<file path="src/rtl/out_act_if.sv">
// Bundle of the writeback, buffer-port and host drain channels of the output
// activation sequencer; master is the controller side, slave the environment.
interface out_act_if #(
  parameter int DATA_W = 16,
  parameter int ADDR_W = 6
);
  logic              wb_write_en;
  logic [ADDR_W-1:0] wb_addr;
  logic [DATA_W-1:0] wb_data;

  logic              mem_wr_en;
  logic              mem_rd_en;
  logic [ADDR_W-1:0] mem_addr;
  logic [DATA_W-1:0] mem_wdata;
  logic [DATA_W-1:0] mem_rdata;

  logic              drain_valid;
  logic              drain_ready;
  logic [ADDR_W-1:0] drain_addr;
  logic [DATA_W-1:0] drain_data;

  modport master (
    input  wb_write_en, wb_addr, wb_data, mem_rdata, drain_ready,
    output mem_wr_en, mem_rd_en, mem_addr, mem_wdata,
           drain_valid, drain_addr, drain_data
  );

  modport slave (
    output wb_write_en, wb_addr, wb_data, mem_rdata, drain_ready,
    input  mem_wr_en, mem_rd_en, mem_addr, mem_wdata,
           drain_valid, drain_addr, drain_data
  );
endinterface

</file>
<file path="src/rtl/out_act_ctrl.sv">
// Port arbiter and clear/drain sequencer for the single-port output activation
// buffer. Define ACT_RELU_EN to clamp negative drain words to zero.
module out_act_ctrl #(
  parameter int DATA_W = 16,
  parameter int ADDR_W = 6
) (
  input  logic      clk,
  input  logic      rst_n,
  input  logic      clear_start,
  input  logic      drain_start,
  output logic      busy,
  output logic      done,
  out_act_if.master bus
);

  typedef enum logic [2:0] {
    S_IDLE,
    S_CLEAR,
    S_DRAIN_RD,
    S_DRAIN_RESP,
    S_DRAIN_OUT
  } state_t;

  localparam logic [ADDR_W-1:0] LAST_ADDR = '1;

  state_t            state_q, state_d;
  logic [ADDR_W-1:0] clr_addr_q, clr_addr_d;
  logic [ADDR_W-1:0] drn_addr_q, drn_addr_d;
  logic [ADDR_W-1:0] drain_addr_q, drain_addr_d;
  logic [DATA_W-1:0] drain_data_q, drain_data_d;
  logic              drain_valid_q, drain_valid_d;
  logic              busy_q, done_q, done_d;
  logic [DATA_W-1:0] resp_word;

  always_comb begin
`ifdef ACT_RELU_EN
    resp_word = bus.mem_rdata[DATA_W-1] ? '0 : bus.mem_rdata;
`else
    resp_word = bus.mem_rdata;
`endif
  end

  always_comb begin
    state_d       = state_q;
    clr_addr_d    = clr_addr_q;
    drn_addr_d    = drn_addr_q;
    drain_addr_d  = drain_addr_q;
    drain_data_d  = drain_data_q;
    drain_valid_d = drain_valid_q;
    done_d        = 1'b0;
    bus.mem_wr_en = 1'b0;
    bus.mem_rd_en = 1'b0;
    bus.mem_addr  = '0;
    bus.mem_wdata = '0;

    // Writeback owns the port unconditionally; engines only use idle cycles.
    if (bus.wb_write_en) begin
      bus.mem_wr_en = 1'b1;
      bus.mem_addr  = bus.wb_addr;
      bus.mem_wdata = bus.wb_data;
    end

    case (state_q)
      S_IDLE: begin
        if (clear_start) begin
          state_d    = S_CLEAR;
          clr_addr_d = '0;
        end else if (drain_start) begin
          state_d    = S_DRAIN_RD;
          drn_addr_d = '0;
        end
      end
      S_CLEAR: begin
        if (!bus.wb_write_en) begin
          bus.mem_wr_en = 1'b1;
          bus.mem_addr  = clr_addr_q;
          bus.mem_wdata = '0;
          clr_addr_d    = clr_addr_q + 1'b1;
          if (clr_addr_q == LAST_ADDR) begin
            state_d = S_IDLE;
            done_d  = 1'b1;
          end
        end
      end
      S_DRAIN_RD: begin
        if (!bus.wb_write_en) begin
          bus.mem_rd_en = 1'b1;
          bus.mem_addr  = drn_addr_q;
          state_d       = S_DRAIN_RESP;
        end
      end
      S_DRAIN_RESP: begin
        drain_data_d  = resp_word;
        drain_addr_d  = drn_addr_q;
        drain_valid_d = 1'b1;
        state_d       = S_DRAIN_OUT;
      end
      S_DRAIN_OUT: begin
        if (bus.drain_ready) begin
          drain_valid_d = 1'b0;
          drn_addr_d    = drn_addr_q + 1'b1;
          if (drn_addr_q == LAST_ADDR) begin
            state_d = S_IDLE;
            done_d  = 1'b1;
          end else begin
            state_d = S_DRAIN_RD;
          end
        end
      end
      default: state_d = S_IDLE;
    endcase
  end

  always_ff @(posedge clk or negedge rst_n) begin
    if (!rst_n) begin
      state_q       <= S_IDLE;
      clr_addr_q    <= '0;
      drn_addr_q    <= '0;
      drain_addr_q  <= '0;
      drain_data_q  <= '0;
      drain_valid_q <= 1'b0;
      busy_q        <= 1'b0;
      done_q        <= 1'b0;
    end else begin
      state_q       <= state_d;
      clr_addr_q    <= clr_addr_d;
      drn_addr_q    <= drn_addr_d;
      drain_addr_q  <= drain_addr_d;
      drain_data_q  <= drain_data_d;
      drain_valid_q <= drain_valid_d;
      busy_q        <= (state_d != S_IDLE);
      done_q        <= done_d;
    end
  end

  assign busy            = busy_q;
  assign done            = done_q;
  assign bus.drain_valid = drain_valid_q;
  assign bus.drain_addr  = drain_addr_q;
  assign bus.drain_data  = drain_data_q;

endmodule

</file>
<file path="src/flat_wrapper.sv">
// flat-port wrapper written by rule: the top's interface ports become plain ports
module out_act_ctrl_flat 
#(
  parameter int DATA_W = 16,
  parameter int ADDR_W = 6
)
  (clk, rst_n, clear_start, drain_start, busy, done, bus_wb_write_en, bus_wb_addr, bus_wb_data, bus_mem_rdata, bus_drain_ready, bus_mem_wr_en, bus_mem_rd_en, bus_mem_addr, bus_mem_wdata, bus_drain_valid, bus_drain_addr, bus_drain_data);
  out_act_if #(.DATA_W(DATA_W), .ADDR_W(ADDR_W)) bus_i ();
  input  logic clk;
  input  logic rst_n;
  input  logic clear_start;
  input  logic drain_start;
  output logic busy;
  output logic done;
  input wire logic [$bits(bus_i.wb_write_en)-1:0] bus_wb_write_en;
  input wire logic [$bits(bus_i.wb_addr)-1:0] bus_wb_addr;
  input wire logic [$bits(bus_i.wb_data)-1:0] bus_wb_data;
  input wire logic [$bits(bus_i.mem_rdata)-1:0] bus_mem_rdata;
  input wire logic [$bits(bus_i.drain_ready)-1:0] bus_drain_ready;
  output wire logic [$bits(bus_i.mem_wr_en)-1:0] bus_mem_wr_en;
  output wire logic [$bits(bus_i.mem_rd_en)-1:0] bus_mem_rd_en;
  output wire logic [$bits(bus_i.mem_addr)-1:0] bus_mem_addr;
  output wire logic [$bits(bus_i.mem_wdata)-1:0] bus_mem_wdata;
  output wire logic [$bits(bus_i.drain_valid)-1:0] bus_drain_valid;
  output wire logic [$bits(bus_i.drain_addr)-1:0] bus_drain_addr;
  output wire logic [$bits(bus_i.drain_data)-1:0] bus_drain_data;
  assign bus_i.wb_write_en = bus_wb_write_en;
  assign bus_i.wb_addr = bus_wb_addr;
  assign bus_i.wb_data = bus_wb_data;
  assign bus_i.mem_rdata = bus_mem_rdata;
  assign bus_i.drain_ready = bus_drain_ready;
  assign bus_mem_wr_en = bus_i.mem_wr_en;
  assign bus_mem_rd_en = bus_i.mem_rd_en;
  assign bus_mem_addr = bus_i.mem_addr;
  assign bus_mem_wdata = bus_i.mem_wdata;
  assign bus_drain_valid = bus_i.drain_valid;
  assign bus_drain_addr = bus_i.drain_addr;
  assign bus_drain_data = bus_i.drain_data;
  out_act_ctrl #(.DATA_W(DATA_W), .ADDR_W(ADDR_W)) u_core (.clk(clk), .rst_n(rst_n), .clear_start(clear_start), .drain_start(drain_start), .busy(busy), .done(done), .bus(bus_i));
endmodule
</file>
<file path="config.mk">
export PLATFORM = sky130hd
export DESIGN_NAME = out_act_ctrl_flat
export DESIGN_NICKNAME = d
export VERILOG_FILES = /design/src/rtl/out_act_if.sv /design/src/rtl/out_act_ctrl.sv /design/src/flat_wrapper.sv
export SDC_FILE = /design/constraint.sdc
export NUM_CORES = 1
export LEC_CHECK = 0
export CAP_MARGIN = 20
export CORE_MARGIN = 1.5
export CORE_UTILIZATION = 30
export CTS_BUF_LIST = sky130_fd_sc_hd__clkbuf_8
export CTS_CLUSTER_DIAMETER = 100
export CTS_CLUSTER_SIZE = 12
export DETAILED_ROUTE_END_ITERATION = 6
export GPL_TIMING_DRIVEN = 0
export PLACE_DENSITY = 0.73
export SYNTH_ARGS = -nofsm -noshare
export SYNTH_HDL_FRONTEND = slang
export SYNTH_SLANG_ARGS = --single-unit
</file>
<file path="constraint.sdc">
create_clock -name clk -period 1.8 [get_ports clk]
set_clock_uncertainty 0.05 [all_clocks]
set_input_delay 0.45 -clock clk [delete_from_list [all_inputs] [get_ports clk]]
set_output_delay 0.45 -clock clk [all_outputs]
set_load 0.01 [all_outputs]
</file>
==> impl_metrics.prom <==
# TYPE chip_impl_metric gauge
chip_impl_metric{name="critical_path.max_fanout",unit=""} 6
chip_impl_metric{name="grt_usage",unit="%"} 14.1
chip_impl_info{name="timing.critical_path.from_type",value="register"} 1
chip_impl_metric{name="synth.distinct_cells",unit=""} 36
chip_impl_metric{name="cell_row_count",unit=""} 29
chip_impl_info{name="clk_root_buffer_cell",value="sky130_fd_sc_hd__clkbuf_8"} 1
chip_impl_info{name="timing_worst_setup_path_type",value="reg2out"} 1
chip_impl_metric{name="powerDensity",unit="nW/um2"} 1200
chip_impl_metric{name="detail_route.drc_violations",unit=""} 0
chip_impl_metric{name="slew_headroom",unit="%"} 40.5
chip_impl_metric{name="finalWorstSetupSlack",unit="ns"} -0.358
chip_impl_metric{name="grt_use_met2",unit="%"} 23.6
chip_impl_metric{name="core",unit="um2"} 6390
chip_impl_metric{name="route.antenna.remaining_nets",unit=""} 0
chip_impl_metric{name="drv.max_cap_violation_count",unit=""} 0
chip_impl_metric{name="total_power",unit="mW"} 3.89
chip_impl_metric{name="dieWidth",unit="um"} 84.4
chip_impl_info{name="grt_most_used_layer",value="met2"} 1
chip_impl_info{name="tritoncts_clock_tree",value="built"} 1
chip_impl_metric{name="grt_max_degree",unit=""} 41
chip_impl_metric{name="wire_per_inst",unit="um"} 13.6
chip_impl_metric{name="final.period_utilization",unit="%"} 120
chip_impl_metric{name="drv_slew",unit=""} 0
chip_impl_metric{name="grt_pass1_vias",unit=""} 1738
chip_impl_metric{name="place.gp.congestion",unit=""} 0.798
chip_impl_metric{name="drive_above_1_share",unit="%"} 26.1
chip_impl_metric{name="clock.fmax",unit="MHz"} 463
chip_impl_metric{name="grt_util_met1",unit="%"} 17.2
chip_impl_info{name="violations",value="negative setup slack"} 1
chip_impl_metric{name="synth.net_count",unit=""} 227
chip_impl_metric{name="cts_htree_levels",unit=""} 2
chip_impl_metric{name="design.die.area",unit="um2"} 7130
chip_impl_metric{name="required",unit="ns"} 1.30
chip_impl_metric{name="critical-path-max-stage-delay",unit="ns"} 0.42
chip_impl_info{name="critPathSlowestCell",value="sky130_fd_sc_hd__dfrtp_2"} 1
chip_impl_metric{name="ys_ff_latch",unit=""} 40
chip_impl_metric{name="port-buffer-count",unit=""} 91
chip_impl_metric{name="dpl.hpwl",unit="um"} 3550
chip_impl_metric{name="netlist_area_pre_place",unit="um2"} 1990
chip_impl_metric{name="cts-root-to-sink-buffers",unit=""} 2
chip_impl_metric{name="synth.avg_cell_area",unit="um2"} 11.0
chip_impl_metric{name="yosys_warnings",unit=""} 0
chip_impl_info{name="dominant_cell_type_by_area_after_synthesis",value="sky130_fd_sc_hd__dfrtp_1"} 1
chip_impl_metric{name="setup_viol",unit=""} 9
chip_impl_metric{name="timing.final.crit_period",unit="ns"} 2.16
chip_impl_metric{name="detail_route.iter0.violations",unit=""} 129
chip_impl_metric{name="grt_antenna_before_repair",unit=""} 0
chip_impl_metric{name="max_slew.worst_pin.slew",unit="ns"} 0.892
chip_impl_metric{name="synth_top_area_share",unit="%"} 50.3
chip_impl_info{name="cell_types_with_the_largest_area_share_after_synthesis",value="sky130_fd_sc_hd__dfrtp_1 50%, sky130_fd_sc_hd__mux2_2 12%, sky130_fd_sc_hd__and2_1 5.7%"} 1
chip_impl_metric{name="die_height",unit="um"} 84.4
chip_impl_info{name="timing.critical_path.cells",value="nor2b_4 > nor3b_4 > buf_4 > a222oi_1 > inv_1 > buf_2"} 1
chip_impl_metric{name="fillers",unit=""} 594
chip_impl_metric{name="antenna-diode-count",unit=""} 0
chip_impl_info{name="holdCritPathClass",value="in2async"} 1
chip_impl_metric{name="first_pass_iters",unit=""} 4
chip_impl_metric{name="final_nets",unit=""} 340
chip_impl_metric{name="hold_fails_final_rpt",unit=""} 0
chip_impl_metric{name="critPathArrivalTime",unit="ns"} 1.66
chip_impl_info{name="result_of_the_run",value="complete, but fails checks"} 1
chip_impl_metric{name="clk_pin_slew_worst_paths",unit="ns"} 0.07
chip_impl_metric{name="cells_after_synthesis",unit=""} 181
chip_impl_info{name="crit_path_end_kind",value="output pin"} 1
chip_impl_metric{name="floorplan.initialDensity",unit="%"} 31.2
chip_impl_metric{name="globalRouteMet3Util",unit="%"} 5.31
chip_impl_metric{name="dpl-instance-area",unit="um2"} 3010
chip_impl_metric{name="max-vdd-ir-drop",unit="uV"} 629
chip_impl_metric{name="io_pins",unit=""} 93
chip_impl_metric{name="cts-hold-fix-buffers",unit=""} 0
chip_impl_metric{name="overflow",unit=""} 0
chip_impl_metric{name="cts_made_buffers",unit=""} 5
chip_impl_metric{name="routed_wl",unit="um"} 5070
chip_impl_metric{name="grt_pass1_wl",unit="um"} 8140
chip_impl_metric{name="areaGrowthSynthToFinish",unit="%"} 63.0
chip_impl_metric{name="worst_skew_pair.late_latency",unit="ns"} 0.29
chip_impl_metric{name="clkSinkCount",unit=""} 40
chip_impl_metric{name="final_design_area_no_fill",unit="um2"} 3240
chip_impl_metric{name="vias",unit=""} 1791
chip_impl_metric{name="drt_via_density",unit=""} 4.81
chip_impl_metric{name="yosysSeqAreaShare",unit="%"} 50.3
chip_impl_metric{name="total_leakage_power",unit="nW"} 1.45
chip_impl_info{name="rsz_0062_raised_after_global_routing",value="true"} 1
-- cell usage after synthesis --
| master | instances |
|---|---|
| sky130_fd_sc_hd__nand3_1 | 5 |
| sky130_fd_sc_hd__o21bai_1 | 1 |
| sky130_fd_sc_hd__or2_2 | 1 |
| sky130_fd_sc_hd__a21o_1 | 2 |
| sky130_fd_sc_hd__a21oi_1 | 2 |
| sky130_fd_sc_hd__nor4b_2 | 1 |
| sky130_fd_sc_hd__ha_1 | 2 |
| sky130_fd_sc_hd__nand4_1 | 5 |
| sky130_fd_sc_hd__a2111oi_4 | 1 |
| sky130_fd_sc_hd__nor3b_2 | 1 |
| sky130_fd_sc_hd__a222oi_1 | 5 |
| sky130_fd_sc_hd__and2_1 | 18 |
| sky130_fd_sc_hd__o211ai_1 | 2 |
| sky130_fd_sc_hd__nor3_1 | 2 |
| sky130_fd_sc_hd__nor2_1 | 12 |
| sky130_fd_sc_hd__nand2_1 | 14 |
| sky130_fd_sc_hd__a22o_1 | 2 |
| sky130_fd_sc_hd__a22oi_1 | 1 |
| sky130_fd_sc_hd__or3b_4 | 1 |
| sky130_fd_sc_hd__or4b_1 | 1 |
| sky130_fd_sc_hd__nand3b_1 | 1 |
| sky130_fd_sc_hd__inv_1 | 7 |
| sky130_fd_sc_hd__clkbuf_1 | 3 |
| sky130_fd_sc_hd__xor2_1 | 3 |
| sky130_fd_sc_hd__nand2b_1 | 1 |
| sky130_fd_sc_hd__xnor2_1 | 3 |
| sky130_fd_sc_hd__o31ai_1 | 1 |
| sky130_fd_sc_hd__a211oi_1 | 2 |
| sky130_fd_sc_hd__nor2b_1 | 4 |
| sky130_fd_sc_hd__o221ai_1 | 1 |
| sky130_fd_sc_hd__nor3b_1 | 1 |
| sky130_fd_sc_hd__buf_2 | 6 |
| sky130_fd_sc_hd__or3_1 | 1 |
| sky130_fd_sc_hd__dfrtp_1 | 40 |
| sky130_fd_sc_hd__mux2_2 | 22 |
| sky130_fd_sc_hd__o21ai_0 | 6 |
-- metal layers --
metal | routed length (um) | vias to the layer above | share of wire, %
met4 | 57 | 0 | 1.1
met1 | 2020 | 867 | 40
met3 | 407 | 4 | 8.0
met2 | 2580 | 52 | 51
li1 | - | 868 | -
met5 | 0 | - | 0
-- power breakdown --
part	switching (mW)	internal (mW)
logic	0.664	1.02
registers	0.258	1.23
clock network	0.307	0.406
-- sequential cells by signal (all words and copies together) (netlist names) --
name,cells
u_core.bus.drain_data,16
u_core.bus.drain_addr,6
u_core.clr_addr_q,6
u_core.drn_addr_q,6
u_core.state_q,3
u_core.bus.drain_valid,1
u_core.busy,1
u_core.done,1
-- layout make-up --
type / count / area (um2) / area share [%]
clock buffer: 5 / 68.8 / 2.12
tap: 77 / 96.3 / 2.97
clock inverter: 3 / 38.8 / 1.20
inverter: 7 / 26.3 / 0.810
multi-input combinational: 125 / 961 / 29.6
timing repair buffer: 107 / 990 / 30.5
buffer: 8 / 56.3 / 1.74
sequential: 40 / 1010 / 31.0
-- worst paths after layout --
check	to	slack [ns]	start	depth (start not counted)
setup / recovery	bus_mem_addr[1]	-0.36	u_core.state_q[1]	6
hold / removal	u_core.bus.drain_data[10]	0.23	rst_n	1
setup reg to reg	u_core.clr_addr_q[4]	0	u_core.state_q[1]	9
hold reg to reg	u_core.bus.drain_data[11]	0.46	u_core.bus.drain_data[11]	1
max in group asynchronous	u_core.clr_addr_q[0]	0.85	rst_n	1
min in group clk	u_core.bus.drain_data[11]	0.46	u_core.bus.drain_data[11]	1
-- cell usage in the layout (no fill, tap or decap), types with 6 or more instances in the layout --
cell	instances
sky130_fd_sc_hd__mux2_2	22
sky130_fd_sc_hd__inv_1	8
sky130_fd_sc_hd__nand2_1	12
sky130_fd_sc_hd__o21ai_0	6
sky130_fd_sc_hd__clkdlybuf4s15_1	10
sky130_fd_sc_hd__dfrtp_1	36
sky130_fd_sc_hd__buf_2	8
sky130_fd_sc_hd__clkdlybuf4s50_1	65
sky130_fd_sc_hd__and2_1	17
sky130_fd_sc_hd__nor2_1	12
sky130_fd_sc_hd__buf_4	18
-- what timing repair did --
action / in CTS / in global routing
buffers inserted: 7 / 9
pin swaps: 6 / 2
resized for setup: 56 / 28
endpoints found under the setup margin: 25 / 41
-- stage by stage --
stage	cells	hold WS, ns	setup WS, ns	setup TNS [ns]	util [%]
3_3_place_gp	349	0.416	-0.784	-42.47	47.2
6_report	372	0.231	-0.358	-2.62	50.8
2_1_floorplan	181	0.104	0.0188	0	-
3_5_place_dp	349	0.420	-0.626	-11.59	47.1
5_1_grt	372	0.305	-0.521	-3.76	50.8
4_1_cts	364	0.265	-0.418	-2.55	49.2
-- kinds of logic (layout without fill, tap and decap cells) --
logic type / Yosys count / in the layout / synth area share (%)
mux: 22 / 22 / 12.5
xor+xnor: 6 / 6 / 2.64
flops: 40 / 40 / 50.3
fa+ha+maj: 2 / 2 / 1.26
buf+inv: 16 / 130 / 3.40
compound gates: 26 / 26 / 10.6
simple gates: 69 / 69 / 19.3
-- critical path, delay by kind of cell (launching register included) --
kind                   cells  cell delay [ns]
flip-flops                 1             0.42
AND/OR/NAND/NOR            2             0.30
buffers and inverters      3             0.35
AO/OA/AOI/OAI              1             0.30
(Power assumes the default switching activity.)
